`src/rtl/pc_sequencer.sv`:
```
// pc_sequencer
//   Fetch/execute sequencer for the 16-bit program counter. It loads the
//   reset vector, then loops: fetch opcode, let the decoder see it, fetch
//   0-2 operand bytes, hold the instruction for execute, apply any jump.
//   It is the only driver of the counter's count-enable and jump inputs and
//   it owns the memory read request while fetching.
//
// Ports
//   clk, rst        clock, asynchronous active-high reset
//   pc_addr         current program counter value
//   pc_inc          count-enable to the program counter (combinational)
//   pc_jump         jump strobe to the program counter (combinational)
//   pc_jump_addr    jump target, zero whenever pc_jump is low
//   bus_req         memory read request (combinational)
//   bus_addr        read address
//   mem_ready       read data valid this cycle
//   mem_rdata       read data
//   op_len          operand byte count from the decoder (3 counts as 2)
//   ir, operand     opcode and operand registers ({hi, lo})
//   instr_valid     high for the whole EXEC state
//   exec_done       execute finished this cycle
//   exec_jump       with exec_done: load exec_target into the PC
//   exec_target     control-transfer target
//   state           current FSM state, for debug
module pc_sequencer #(
    parameter logic [15:0] RESET_VECTOR = 16'hFFFC
) (
    input  logic        clk,
    input  logic        rst,
    input  logic [15:0] pc_addr,
    output logic        pc_inc,
    output logic        pc_jump,
    output logic [15:0] pc_jump_addr,
    output logic        bus_req,
    output logic [15:0] bus_addr,
    input  logic        mem_ready,
    input  logic [7:0]  mem_rdata,
    input  logic [1:0]  op_len,
    output logic [7:0]  ir,
    output logic [15:0] operand,
    output logic        instr_valid,
    input  logic        exec_done,
    input  logic        exec_jump,
    input  logic [15:0] exec_target,
    output logic [2:0]  state
);

    typedef enum logic [2:0] {
        RST_LO   = 3'd0,
        RST_HI   = 3'd1,
        FETCH_OP = 3'd2,
        DECODE   = 3'd3,
        FETCH_LO = 3'd4,
        FETCH_HI = 3'd5,
        EXEC     = 3'd6
    } state_t;

    state_t      state_q, state_d;
    logic [7:0]  ir_q, ir_d;
    logic [15:0] operand_q, operand_d;
    logic [7:0]  vec_lo_q, vec_lo_d;
    logic        need_hi_q, need_hi_d;

    // State register
    always_ff @(posedge clk or posedge rst) begin
        if (rst) begin
            state_q   <= RST_LO;
            ir_q      <= '0;
            operand_q <= '0;
            vec_lo_q  <= '0;
            need_hi_q <= 1'b0;
        end else begin
            state_q   <= state_d;
            ir_q      <= ir_d;
            operand_q <= operand_d;
            vec_lo_q  <= vec_lo_d;
            need_hi_q <= need_hi_d;
        end
    end

    // Next-state and register update logic. In every bus state a read
    // completes only with mem_ready; otherwise everything holds.
    always_comb begin
        state_d   = state_q;
        ir_d      = ir_q;
        operand_d = operand_q;
        vec_lo_d  = vec_lo_q;
        need_hi_d = need_hi_q;
        case (state_q)
            RST_LO: begin
                if (mem_ready) begin
                    vec_lo_d = mem_rdata;
                    state_d  = RST_HI;
                end
            end
            RST_HI: begin
                if (mem_ready) begin
                    state_d = FETCH_OP;
                end
            end
            FETCH_OP: begin
                if (mem_ready) begin
                    ir_d      = mem_rdata;
                    operand_d = '0;
                    state_d   = DECODE;
                end
            end
            DECODE: begin
                // op_len of 2 or 3 both mean two operand bytes
                need_hi_d = op_len[1];
                state_d   = (op_len == 2'd0) ? EXEC : FETCH_LO;
            end
            FETCH_LO: begin
                if (mem_ready) begin
                    operand_d[7:0] = mem_rdata;
                    state_d        = need_hi_q ? FETCH_HI : EXEC;
                end
            end
            FETCH_HI: begin
                if (mem_ready) begin
                    operand_d[15:8] = mem_rdata;
                    state_d         = EXEC;
                end
            end
            EXEC: begin
                if (exec_done) begin
                    state_d = FETCH_OP;
                end
            end
            default: begin
                state_d = RST_LO;
            end
        endcase
    end

    // Mealy outputs; all held at zero while reset is asserted. pc_inc and
    // pc_jump come from disjoint states so they can never coincide.
    always_comb begin
        pc_inc       = 1'b0;
        pc_jump      = 1'b0;
        pc_jump_addr = '0;
        bus_req      = 1'b0;
        bus_addr     = '0;
        instr_valid  = 1'b0;
        if (!rst) begin
            case (state_q)
                RST_LO: begin
                    bus_req  = 1'b1;
                    bus_addr = RESET_VECTOR;
                end
                RST_HI: begin
                    bus_req  = 1'b1;
                    bus_addr = RESET_VECTOR + 16'd1;
                    if (mem_ready) begin
                        pc_jump      = 1'b1;
                        pc_jump_addr = {mem_rdata, vec_lo_q};
                    end
                end
                FETCH_OP, FETCH_LO, FETCH_HI: begin
                    bus_req  = 1'b1;
                    bus_addr = pc_addr;
                    pc_inc   = mem_ready;
                end
                EXEC: begin
                    instr_valid = 1'b1;
                    if (exec_done && exec_jump) begin
                        pc_jump      = 1'b1;
                        pc_jump_addr = exec_target;
                    end
                end
                default: begin
                end
            endcase
        end
    end

    assign ir      = ir_q;
    assign operand = operand_q;
    assign state   = state_q;

endmodule

```
`config.mk`:
```
export PLATFORM = sky130hd
export DESIGN_NAME = pc_sequencer
export DESIGN_NICKNAME = d
export VERILOG_FILES = /design/src/rtl/pc_sequencer.sv
export SDC_FILE = /design/constraint.sdc
export NUM_CORES = 1
export LEC_CHECK = 0
export ABC_AREA = 1
export BUFFER_PORTS_ARGS = -buffer_cell sky130_fd_sc_hd__buf_2
export CAP_MARGIN = 20
export CORE_ASPECT_RATIO = 1.2
export CORE_UTILIZATION = 44
export DETAILED_ROUTE_END_ITERATION = 10
export PLACE_DENSITY = 0.9
export SLEW_MARGIN = 15
export SYNTH_ARGS = -nofsm -noshare
export SYNTH_HDL_FRONTEND = slang
export SYNTH_SLANG_ARGS = --single-unit
```
`constraint.sdc`:
```
create_clock -name clk -period 2.9 [get_ports clk]
set_input_delay 0.58 -clock clk [delete_from_list [all_inputs] [get_ports clk]]
set_output_delay 0.58 -clock clk [all_outputs]
set_load 0.005 [all_outputs]
```
==> run_results.csv, run 1 <==
group,metric,value,unit
place,place_inst,416,
power,ir_drop,0.483,mV
final_layout,nets,414,
routing,firstDrtPassIters,4,
floorplan,ioPinCount,110,
clock_network,clk_pin_slew_worst_paths,0.08,ns
critical_path,crit_path_start_kind,"register",
global_route,grt_pass1_vias,1795,
final_layout,antenna_cells,0,
routing,antenna_left,0,
clock_network,numCtsBuffers,5,
timing,relSlewSlack,0.666,
final_layout,multi_input_area,885,sq um
global_route,grt_max_degree,22,
global_route,grt_pass1_wl,8.44,mm
final_layout,seq_area,901,sq um
logic_synthesis,synth_area_leaders,"dfrtp_1 (46%), nand2_1 (14%), o21ai_0 (8.1%), nor2_1 (6.9%), a21oi_1 (4.8%)",
global_route,antenna_found_initial,0,
timing,skew,0.00828,ns
timing,fin_crit,2.53,ns
critical_path,critPathCaptureType,"primary output",
logic_synthesis,async_reset_ff_frac,1.00,
routing,route.detailed.wl_per_inst,13.5,microns
place,portBuffers,109,
timing,fmax,0.396,GHz
routing,drtIter0Drc,92,
logic_synthesis,synth_seq_area_share,0.458,
timing,slew_violations,0,
logic_synthesis,synth.top_cell.area_share,0.458,
clock_network,hold_buffers,0,
logic_synthesis,synth_cell_types,22,
global_route,grt.overflow.total,0,
logic_synthesis,synth_ff_type,"dfrtp_1",
timing,tns,0,ns
logic_synthesis,syn_inst,261,
job,max-cap-violations,0,
final_layout,syn2layout_area_growth,32.9,%
floorplan,die_h,75.2,microns
routing,wl,5.73,mm
timing,finalHoldViolCount,0,
floorplan,core,4260,sq um
routing,vias_per_cell,5.03,
global_route,grt_usage,0.234,
clock_network,h-tree-depth,2,
final_layout,n_fill_cell,377,
power,p_leak,1.46,nW
routing,drt-met1-wl,2.34,mm
floorplan,die_w,63.0,microns
final_layout,fin_area,2610,sq um
logic_synthesis,ys_ff_latch,36,
clock_network,clk_path_buf_depth,2,
clock_network,postCtsSetupRepairBufs,0,
critical_path,critPathMaxFanout,10,
logic_synthesis,synth-edff-count,0,
power,power,2.32,mW
timing,rsz0062_at_grt,"no",
logic_synthesis,syn_area_per_cell,7.54,sq um
timing,worst_slew_pin_slew,0.501,ns
routing,top_layer_used,"met4",
logic_synthesis,netlist_area,1970,sq um
routing,vias,2128,
routing,drt_drc_violations_left,0,
floorplan,row_count,26,
place,place_area,2520,sq um
final_layout,drive_above_1_share,0.354,
place,place.gp.congestion,0.834,
critical_path,cp_data_arrival_time,1.95,ns
clock_network,cts_repair_resize_count,0,
worst_hold_path,hold_class,"reg2reg",
routing,wl_met3,368,microns
final_layout,finalNonFillerCells,423,
clock_network,clkLatencyLatePin,0.29,ns
power,p_per_area,887,nW/um^2
outcome,status,"finished clean",
floorplan,start_util,0.462,
critical_path,crit_type,"reg2out",
place,hpwl,4.37,mm
critical_path,cp.required,2.32,ns
timing,finalSetupViolCount,0,
floorplan,die_area,4740,sq um
logic_synthesis,yosysWarnings,0,
timing,final.period_utilization,0.872,
clock_network,cts-root-buf,"clkbuf_8",
logic_synthesis,yosysTopAreaCell,"dfrtp_1",
routing,wl_met2,2.95,mm
logic_synthesis,syn_nets,308,
clock_network,clock_sinks,36,
clock_network,cts_tree,"done",
final timing paths:
check	startpoint	slack [ns]	end	cells after the start
setup / recovery	state[2]	0.37	bus_addr[0]	7
hold / removal	ir[7]	0.49	ir[7]	2
setup reg to reg	state[2]	1.15	operand[11]	5
hold reg to reg	ir[7]	0.49	ir[7]	2
max in group asynchronous	rst	2.12	operand[15]	3
min in group asynchronous	rst	0.54	vec_lo_q[6]	3
critical path, stage by stage, from the launching register on:
cell and delay, ns:
dfrtp_1 0.65, nand3_1 0.34, nand2_1 0.20, inv_2 0.09, nand2_2 0.07, nand2_1 0.06, a21oi_1 0.11, buf_2 0.13
cells by family (layout without fill, tap and decap cells):
kind of cell    after synthesis  after routing  share of synthesized area
simple gates                121            121                      0.274
buf+inv                      39            145                     0.0922
compound gates               65             65                      0.176
flops                        36             36                      0.458
flip-flops by register name (all words and copies together) (netlist names):
signal and count:
need_hi_q 1, vec_lo_q 8, state 3, ir 8, operand 16
stage by stage:
step                 util  setup WS, ns  hold WS [ns]
floorplan               -         0.341         0.453
global placement    0.591         0.675         0.467
detailed placement  0.591         0.587         0.471
CTS                 0.613         0.373         0.488
global route        0.613         0.172         0.524
finish              0.613         0.372         0.488
synthesized netlist by cell type, types with 2 or more instances:
master	count
dfrtp_1	36
nor2_1	36
nor2_8	2
nand2_1	72
nand3_1	4
o22ai_1	8
a21oi_1	19
o21ai_1	5
buf_4	2
buf_6	3
nand3_2	2
clkbuf_1	3
inv_1	24
inv_2	3
buf_2	4
o21ai_0	32
routing by layer:
layer,track usage,vias to the layer above
met5,0,-
li1,-,1046
met2,0.405,96
met3,0.0333,8
met1,0.295,978
met4,0.0956,0
power breakdown:
group	switching (mW)	leakage, nW	internal (mW)
Sequential	0.182	0.464	0.723
Combinational	0.606	0.944	0.417
Clock	0.179	0.0503	0.212
Total	0.968	1.46	1.35
cell usage in the layout, fill, tap and decap left out, types with 3 or more instances in the layout:
cell and count:
inv_1 24, clkbuf_8 7, nand2_1 72, inv_2 3, buf_2 109, nor2_1 36, nand3_1 4, o22ai_1 8
o21ai_0 32, a21oi_1 19, dfrtp_1 36, o21ai_1 5
area by class of cell:
class                      instances  area share
clock buffer                       7      0.0369
timing repair buffer             111       0.214
tap                               56      0.0268
inverter                          27      0.0388
sequential                        36       0.345
multi-input combinational        186       0.338
No activity file was read; power rests on OpenSTA's default activity.
==> run 2, diff against run 1 <==
- CORE_MARGIN: unset -> 2
==> run 2 against run 1 <==
  * Largest cell class unchanged
  * First-iteration DRC count increased by 15%
  * Die area is 5.9% higher
  * Critical endpoint unchanged
  * Routed wire length down 4.9%
  * Register-to-register slack improved by 0.08 ns
==> run_results.csv, run 2 (synthesis results as in run 1) <==
group,metric,value,unit
outcome,status,"finished clean",
floorplan,start_util,0.458,
power,comb_power_share,0.445,
global_route,grt_pass1_vias,1907,
power,ir_drop,0.566,mV
critical_path,crit_path_start_kind,"register",
critical_path,critPathMaxFanout,10,
timing,relSlewSlack,0.672,
final_layout,nets,413,
timing,rsz0062_at_grt,"no",
final_layout,layout_common_cells,"buf_2 (109), nand2_1 (72), nor2_1 (36), dfrtp_1 (36), o21ai_0 (32)",
power,p_int,1.31,mW
place,place.gp.congestion,0.845,
critical_path,crit_type,"reg2out",
power,switching_share,0.420,
place,place_area,2510,sq um
floorplan,die_w,65.0,microns
final_layout,layout_commonest_cell,"buf_2",
global_route,grt_usage,0.221,
critical_path,critPathCaptureType,"primary output",
floorplan,die_h,77.2,microns
final_layout,utilization,0.605,
power,p_leak,1.44,nW
clock_network,clk_path_buf_depth,2,
timing,skew,0.00463,ns
global_route,grt.overflow.total,0,
clock_network,cts_repair_resize_count,0,
clock_network,postCtsSetupRepairBufs,0,
final_layout,syn2layout_area_growth,32.1,%
power,p_per_area,869,nW/um^2
timing,fin_ws,0.303,ns
global_route,grt_max_degree,37,
critical_path,cp_data_arrival_time,2.02,ns
routing,vias,2106,
timing,tns,0,ns
routing,drtIter0Drc,106,
timing,finalHoldViolCount,0,
power,p_sw,0.949,mW
timing,finalSetupViolCount,0,
clock_network,clock_sinks,36,
floorplan,ioPinCount,110,
job,max-cap-violations,0,
place,portBuffers,109,
routing,wl,5.44,mm
clock_network,h-tree-depth,2,
timing,final.period_utilization,0.896,
routing,firstDrtPassIters,5,
routing,vias_per_cell,4.98,
clock_network,cts-root-buf,"clkbuf_8",
floorplan,row_count,26,
clock_network,cts_tree,"done",
global_route,grt_pass1_wl,8.60,mm
final_layout,largest_register_ffs,16,
worst_hold_path,hold_class,"reg2reg",
final_layout,fin_area,2600,sq um
clock_network,numCtsBuffers,5,
place,hpwl,4.19,mm
final_layout,antenna_cells,0,
routing,route.detailed.wl_per_inst,12.9,microns
timing,worst_slew_pin_slew,0.492,ns
floorplan,die_area,5020,sq um
routing,antenna_left,0,
place,dp_slack,0.552,ns
power,pwr-share-clk,0.156,
routing,drt_drc_violations_left,0,
timing,fin_crit,2.60,ns
floorplan,core,4290,sq um
global_route,antenna_found_initial,0,
critical_path,cp.required,2.32,ns
clock_network,clk_pin_slew_worst_paths,0.08,ns
clock_network,clkLatencyLatePin,0.29,ns
timing,fmax,0.385,GHz
power,sequentialPowerShare,0.400,
final_layout,drive_above_1_share,0.351,
timing,slew_violations,0,
clock_network,hold_buffers,0,
[run 2: cell types whose count changed in the layout (fill, tap and decap cells not counted), sizes merged]
cell      before  now
clkbuf         7    6
clkinvlp       0    1
buf          111  110
clkinv         0    1
[run 2: cell type report]
cell class	instances	area, sq um
Sequential cell	36	901
Fill cell	392	1700
Clock buffer	6	72.6
Clock inverter	2	16.3
Timing Repair Buffer	110	553
Tap cell	56	70.1
Multi-Input combinational cell	186	885
Inverter	27	101
[run 2: routing by layer]
layer  share of wire  GRT usage  up-vias
met2            0.49      0.368      121
met3           0.099     0.0616       10
li1                -          -     1047
met5               0          0        -
met1            0.39      0.261      928
met4           0.018      0.106        0
[run 2: path summary, 6_finish.rpt]
path | from | end | slack [ns] | depth (start not counted)
worst max-delay path | state[2] | bus_addr[0] | 0.30 | 7
worst min-delay path | ir[3] | ir[3] | 0.49 | 2
worst max register to register | state[2] | operand[14] | 1.23 | 5
worst min register to register | ir[3] | ir[3] | 0.49 | 2
max in group asynchronous | rst | vec_lo_q[1] | 1.97 | 3
min in group asynchronous | rst | state[1] | 0.61 | 3
[run 2: per-stage QoR]
stage | hold WS, ns | power, mW | cells
CTS | 0.490 | 2.27 | 423
detailed placement | 0.473 | 1.91 | 415
global placement | 0.470 | 1.88 | 415
floorplan | 0.453 | 1.52 | 261
finish | 0.486 | 2.26 | 423
global route | 0.520 | 2.46 | 423
[run 2: power by group through the flow]
stage          sequential, mW  combinational, mW  clock (mW)
2_1_floorplan           0.858              0.667           0
3_3_place_gp            0.905              0.976           0
3_5_place_dp            0.907               1.01           0
4_1_cts                 0.900               1.01       0.355
5_1_grt                 0.933               1.14       0.386
6_report                0.903               1.00       0.352
[run 2: worst max-delay path, cell delays in order, from the launching register on]
cell and delay [ns]:
dfrtp_1 0.65, nand3_1 0.34, nand2_1 0.20, inv_2 0.09
nand2_2 0.07, nand2_1 0.05, a21oi_1 0.17, buf_2 0.15
